`config.mk`:
```
export PLATFORM = sky130hd
export DESIGN_NAME = nn_layer_engine
export DESIGN_NICKNAME = d
export VERILOG_FILES = /design/src/rtl/nn_layer_engine_pkg.sv /design/src/rtl/nn_layer_engine_lane_mac.sv /design/src/rtl/nn_layer_engine.sv
export SDC_FILE = /design/constraint.sdc
export NUM_CORES = 2
export LEC_CHECK = 0
export CORE_AREA = 8 8 423 425
export CTS_BUF_LIST = sky130_fd_sc_hd__clkbuf_4 sky130_fd_sc_hd__clkbuf_8
export CTS_CLUSTER_SIZE = 30
export DETAILED_ROUTE_END_ITERATION = 8
export DIE_AREA = 0 0 431 433
export PLACE_DENSITY = 0.41
export SYNTH_ARGS = -nofsm -noshare
export SYNTH_HDL_FRONTEND = slang
export SYNTH_SLANG_ARGS = --single-unit
```
`constraint.sdc`:
```
create_clock -name clk -period 17.9 [get_ports clk]
set_input_delay 2.685 -clock clk [delete_from_list [all_inputs] [get_ports clk]]
set_output_delay 2.685 -clock clk [all_outputs]
set_load 0.02 [all_outputs]
```
`src/rtl/nn_layer_engine_pkg.sv`:
```
// Shared fixed-point definitions, enums and the activation/saturation
// helper for the dense-layer engine.
package nn_layer_engine_pkg;

    localparam int Q_INT     = 8;
    localparam int Q_FRAC    = 8;
    localparam int Q_SIZE    = Q_INT + Q_FRAC;
    localparam int ACC_GUARD = 8;
    localparam int ACC_W     = Q_SIZE + ACC_GUARD;

    typedef enum logic [1:0] {
        ACT_IDENT  = 2'd0,
        ACT_RELU   = 2'd1,
        ACT_HTANH  = 2'd2,
        ACT_IDENT3 = 2'd3
    } act_mode_t;

    typedef enum logic [2:0] {
        ST_IDLE,
        ST_CLEAR,
        ST_MAC,
        ST_BIAS,
        ST_DRAIN,
        ST_EMIT,
        ST_DONE
    } state_t;

    localparam logic signed [ACC_W-1:0] ACC_ONE     = ACC_W'(1 << Q_FRAC);
    localparam logic signed [ACC_W-1:0] ACC_NEG_ONE = -ACC_ONE;
    localparam logic signed [ACC_W-1:0] ACC_QMAX    = ACC_W'((1 << (Q_SIZE - 1)) - 1);
    localparam logic signed [ACC_W-1:0] ACC_QMIN    = ~ACC_QMAX;

    // Activation runs on the wide accumulator so the clamp sees the true value
    // before it is squeezed into a Q_SIZE word.
    function automatic logic [Q_SIZE-1:0] sat_act(input logic signed [ACC_W-1:0] acc,
                                                  input act_mode_t mode);
        logic signed [ACC_W-1:0] v;
        v = acc;
        case (mode)
            ACT_RELU: begin
                if (acc[ACC_W-1]) v = '0;
            end
            ACT_HTANH: begin
                if (acc > ACC_ONE) v = ACC_ONE;
                else if (acc < ACC_NEG_ONE) v = ACC_NEG_ONE;
            end
            default: v = acc;
        endcase
        if (v > ACC_QMAX) sat_act = {1'b0, {(Q_SIZE - 1){1'b1}}};
        else if (v < ACC_QMIN) sat_act = {1'b1, {(Q_SIZE - 1){1'b0}}};
        else sat_act = v[Q_SIZE-1:0];
    endfunction

endpackage

```
`src/rtl/nn_layer_engine_lane_mac.sv`:
```
// One MAC lane: fixed-point product rescaled by Q_FRAC (floor), accumulated
// into an ACC_W register that wraps on overflow.
module nn_lane_mac
    import nn_layer_engine_pkg::*;
(
    input  logic                    clk,
    input  logic                    reset,
    input  logic                    clear,
    input  logic                    en,
    input  logic signed [Q_SIZE-1:0] x,
    input  logic signed [Q_SIZE-1:0] w,
    output logic signed [ACC_W-1:0]  acc
);

    logic signed [2*Q_SIZE-1:0] prod;
    logic signed [ACC_W-1:0]    term;

    assign prod = (2*Q_SIZE)'(x) * (2*Q_SIZE)'(w);
    assign term = ACC_W'(prod >>> Q_FRAC);

    always_ff @(posedge clk) begin
        if (reset || clear) acc <= '0;
        else if (en) acc <= acc + term;
    end

endmodule

```
`src/rtl/nn_layer_engine.sv`:
```
// Dense layer engine: y = act(W.x + b), neurons tiled over NU_COUNT lanes,
// results streamed out on a valid/ready port.
module nn_layer_engine
    import nn_layer_engine_pkg::*;
#(
    parameter int NU_COUNT = 4,
    parameter int X_DEPTH  = 8,
    parameter int W_DEPTH  = 10
) (
    input  logic                         clk,
    input  logic                         reset,
    input  logic                         start,
    input  logic [X_DEPTH-1:0]           cfg_in_count,
    input  logic [X_DEPTH-1:0]           cfg_out_count,
    input  logic [X_DEPTH-1:0]           cfg_x_base,
    input  logic [X_DEPTH-1:0]           cfg_y_base,
    input  logic [1:0]                   cfg_act_mode,
    output logic                         busy,
    output logic                         done,
    output logic [X_DEPTH-1:0]           x_read_addr,
    input  logic [Q_SIZE-1:0]            x_read_data,
    output logic [W_DEPTH-1:0]           w_read_addr,
    input  logic [NU_COUNT*Q_SIZE-1:0]   w_read_data,
    output logic                         y_valid,
    input  logic                         y_ready,
    output logic [X_DEPTH-1:0]           y_addr,
    output logic [Q_SIZE-1:0]            y_data
);

    localparam int LANE_W = (NU_COUNT > 1) ? $clog2(NU_COUNT) : 1;
    localparam logic [Q_SIZE-1:0] X_ONE = Q_SIZE'(1 << Q_FRAC);

    state_t                  state;
    act_mode_t               act_mode;
    logic [X_DEPTH-1:0]      in_cnt, x_base, y_base, k_cnt, rem_cnt, y_tile;
    logic [W_DEPTH-1:0]      w_tile;
    logic [LANE_W-1:0]       lane;
    logic                    acc_en, acc_bias;
    logic [Q_SIZE-1:0]       x_op;
    logic                    lane_last, tile_last;
    logic signed [ACC_W-1:0] acc [NU_COUNT];

    // Read data arrives one cycle after the address, so accumulate/bias flags
    // are the previous cycle's state delayed by one register.
    assign x_op      = acc_bias ? X_ONE : x_read_data;
    assign lane_last = (lane == LANE_W'(NU_COUNT - 1)) ||
                       ((X_DEPTH'(lane) + X_DEPTH'(1)) == rem_cnt);
    assign tile_last = (rem_cnt <= X_DEPTH'(NU_COUNT));
    assign y_data    = sat_act(acc[lane], act_mode);

    for (genvar i = 0; i < NU_COUNT; i++) begin : g_lane
        nn_lane_mac u_mac (
            .clk   (clk),
            .reset (reset),
            .clear (state == ST_CLEAR),
            .en    (acc_en),
            .x     (x_op),
            .w     (w_read_data[i*Q_SIZE +: Q_SIZE]),
            .acc   (acc[i])
        );
    end

    always_ff @(posedge clk) begin
        if (reset) begin
            state       <= ST_IDLE;
            act_mode    <= ACT_IDENT;
            busy        <= 1'b0;
            done        <= 1'b0;
            y_valid     <= 1'b0;
            y_addr      <= '0;
            x_read_addr <= '0;
            w_read_addr <= '0;
            in_cnt      <= '0;
            x_base      <= '0;
            y_base      <= '0;
            k_cnt       <= '0;
            rem_cnt     <= '0;
            y_tile      <= '0;
            w_tile      <= '0;
            lane        <= '0;
            acc_en      <= 1'b0;
            acc_bias    <= 1'b0;
        end else begin
            acc_en   <= (state == ST_MAC) || (state == ST_BIAS);
            acc_bias <= (state == ST_BIAS);
            done     <= 1'b0;
            case (state)
                ST_IDLE: begin
                    if (start) begin
                        in_cnt   <= cfg_in_count;
                        x_base   <= cfg_x_base;
                        y_base   <= cfg_y_base;
                        act_mode <= act_mode_t'(cfg_act_mode);
                        rem_cnt  <= cfg_out_count;
                        w_tile   <= '0;
                        y_tile   <= '0;
                        busy     <= 1'b1;
                        if (cfg_out_count == '0) begin
                            state <= ST_DONE;
                            done  <= 1'b1;
                        end else begin
                            state <= ST_CLEAR;
                        end
                    end
                end
                ST_CLEAR: begin
                    x_read_addr <= x_base;
                    w_read_addr <= w_tile;
                    k_cnt       <= '0;
                    state       <= (in_cnt == '0) ? ST_BIAS : ST_MAC;
                end
                ST_MAC: begin
                    // The final increment lands w_read_addr on the bias word.
                    x_read_addr <= x_read_addr + X_DEPTH'(1);
                    w_read_addr <= w_read_addr + W_DEPTH'(1);
                    k_cnt       <= k_cnt + X_DEPTH'(1);
                    if (k_cnt == in_cnt - X_DEPTH'(1)) state <= ST_BIAS;
                end
                ST_BIAS: state <= ST_DRAIN;
                ST_DRAIN: begin
                    y_valid <= 1'b1;
                    y_addr  <= y_base + y_tile;
                    lane    <= '0;
                    state   <= ST_EMIT;
                end
                ST_EMIT: begin
                    if (y_ready) begin
                        if (lane_last) begin
                            y_valid <= 1'b0;
                            if (tile_last) begin
                                state <= ST_DONE;
                                done  <= 1'b1;
                            end else begin
                                rem_cnt <= rem_cnt - X_DEPTH'(NU_COUNT);
                                w_tile  <= w_tile + W_DEPTH'(in_cnt) + W_DEPTH'(1);
                                y_tile  <= y_tile + X_DEPTH'(NU_COUNT);
                                state   <= ST_CLEAR;
                            end
                        end else begin
                            lane   <= lane + LANE_W'(1);
                            y_addr <= y_addr + X_DEPTH'(1);
                        end
                    end
                end
                ST_DONE: begin
                    busy  <= 1'b0;
                    state <= ST_IDLE;
                end
                default: state <= ST_IDLE;
            endcase
        end
    end

endmodule
```
==> results.yml <==
setup_path:
  arrival_ns: 12.91
  crit_required_ns: 18.40
  worstSetupEndpointType: "flip-flop"
  crit_slowest_cell: "nor4_1"
  start_kind: "input pin"
  critPathMaxFanout: 41
  crit_top_cell: "fa_1"
  cpPeakStageDelay_ns: 1.08
  critPathKind: "input pin to flip-flop"
hold_path:
  hold_path_class: "flip-flop to flip-flop"
drt:
  routed_wl_um: 155000
  drtAntennaViolNets: 0
  firstDrtPassIters: 6
  drc: 0
  via_per_inst: 4.62
  wl_per_cell_um: 19.0
  vias: 37500
  drt-initial-drc-count: 1909
finish:
  nNetsFinal: 7389
  layout-drive-gt1-share: 0.0264
  final-seq-area_mm2: 0.00381
  multiInputGateArea_mm2: 0.0422
  final_cell_count_no_fill: 8124
  fillCellCount: 18300
  area_growth_pct: 8.74
logic_synthesis:
  ys_top_cells_by_count: "inv_1, fa_1, nand2_1"
  ys_async_sr_fraction: 0
  synth-edff-count: 0
  avgSynthCellArea_um2: 8.85
  seq_area_frac_synth: 0.0741
  synthDistinctLibCells: 84
  synth.area.top_cells: "fa_1, ha_1, inv_1"
  synth_top_area_frac: 0.409
  yosys.cell_count.top_type: "inv_1"
  synth_area_mm2: 0.0513
  synth_seq_cells: 190
  synthCells: 5802
  yosys_warnings: 0
  yosysTopAreaCell: "fa_1"
  synth_ff_type: "dfxtp_1"
  synth_nets: 7411
placement:
  place_congestion: 0.827
  port_buffers: 162
  dp_hpwl_um: 126000
  post-place-ws_ns: 5.03
  dp_cells: 8086
sta:
  relSlewSlack: 0.0426
  final_max_slew_viol_count: 0
  post-route-min-period_ns: 12.41
  hold_violations: 0
  fin_ws_ns: 5.49
  rsz0062_at_grt: "false"
  final.setup.tns_ns: 0
  fmax_mhz: 80.6
  tightest_slew_ns: 1.42
  finalCritPeriodShare: 0.693
  finalSetupViolations: 0
  clock_skew_ns: 0.0202
cts:
  cts_tree: "done"
  cts_hold_buf: 0
  clock_sinks: 190
  clock_latency_ns: 0.57
  cts_buffers: 17
  htreeDepth: 4
  clk_pin_slew_ns: 0.14
  cts_resized: 0
  root_buffer: "clkbuf_8"
  clock_path_buffers: 2
  postCtsSetupRepairBufs: 0
global_routing:
  antenna_found_initial: 18
  grt_usage: 0.169
  grt_pass1_vias: 40300
  grt-ovfl-total: 0
  grt_pass1_wl_um: 246000
  grt_max_degree: 71
floorplan:
  core_area_mm2: 0.172
  rows: 153
  start_util: 0.298
  die_x_um: 431
  pin_count: 163
  die_area_mm2: 0.187
  die_h_um: 433
flow_run:
  cap_violations: 0
outcome:
  run_status: "completed"
[path summary, 6_finish.rpt]
| check | slack [ns] | startpoint | to | cells after the start |
|---|---|---|---|---|
| hold reg to reg | 0.47 | x_base[4] | x_base[4] | 2 |
| setup / recovery | 5.49 | x_read_data[5] | g_lane[3].u_mac.acc[23] | 34 |
| hold / removal | 0.47 | x_base[4] | x_base[4] | 2 |
| setup reg to reg | 7.30 | acc_bias | g_lane[2].u_mac.acc[23] | 35 |
[state kept, by name, indices dropped and copies added (netlist names), 3 cells and up]
| register | cells |
|---|---|
| g_lane.u_mac.acc | 96 |
| w_read_addr | 10 |
| w_tile | 10 |
| in_cnt | 8 |
| k_cnt | 8 |
| rem_cnt | 8 |
| x_base | 8 |
| x_read_addr | 8 |
| y_addr | 8 |
| y_base | 8 |
| y_tile | 6 |
| state | 3 |
[per-stage QoR]
step | hold slack, ns | utilization | cell area [µm²]
2_1_floorplan | 0.436 | - | 51300
6_report | 0.467 | 0.324 | 55800
4_1_cts | 0.471 | 0.324 | 55800
3_3_place_gp | 0.448 | 0.321 | 55400
5_1_grt | 0.483 | 0.324 | 55800
3_5_place_dp | 0.451 | 0.321 | 55400
[critical path, delay by kind of cell]
family,cells,cell delay [ns]
buffers and inverters,7,1.33
adders and majority gates,8,3.65
AOI/OAI and AO/OA,7,1.94
xor gates and xnor gates,3,0.40
and+or+nand+nor,9,2.90
[kinds of logic after synthesis]
family,after synthesis,synth area share
AOI/OAI and AO/OA,600,0.0758
xor gates and xnor gates,219,0.0374
DFF,190,0.0741
adders and majority gates,1491,0.517
and+or+nand+nor,1756,0.165
muxes,92,0.0239
buffers and inverters,1454,0.107
[metal layers]
| layer | GRT usage | share of wire | vias to the layer above |
|---|---|---|---|
| met2 | 0.271 | 0.46 | 548 |
| met5 | 0 | 0.00017 | - |
| met4 | 0.0245 | 0.013 | 4 |
| li1 | - | - | 17700 |
| met3 | 0.0194 | 0.037 | 76 |
| met1 | 0.250 | 0.49 | 19200 |
[area by class of cell]
cell class | instances | share of cell area
Antenna cell | 6 | 0.000269
Clock buffer | 17 | 0.00419
Clock inverter | 15 | 0.00392
Inverter | 1206 | 0.0811
Multi-Input combinational cell | 4158 | 0.755
Sequential cell | 190 | 0.0682
Tap cell | 2325 | 0.0521
Timing Repair Buffer | 207 | 0.0351
[layout by cell type (no fill, tap or decap), types with 12 or more instances in the layout]
master	instances
a211oi_1	36
a21o_1	63
a21oi_1	215
a22oi_1	13
a31oi_1	12
and2_1	497
and3_1	16
buf_4	46
clkbuf_8	17
clkdlybuf4s50_1	161
dfxtp_1	187
fa_1	1049
ha_1	442
inv_1	1205
mux2i_1	65
mux4_2	24
nand2_1	652
nand2b_1	31
nand3_1	57
nand4_1	17
nor2_1	316
nor2b_1	26
nor2b_4	13
nor3_1	60
nor4_1	12
o21a_1	47
o21ai_0	95
o21bai_1	17
or3_1	18
xnor2_1	158
xor2_1	61
Power is left out: the tool's default activity adds up to more than one toggle a clock period on the data nets, which glitch-free logic cannot reach.
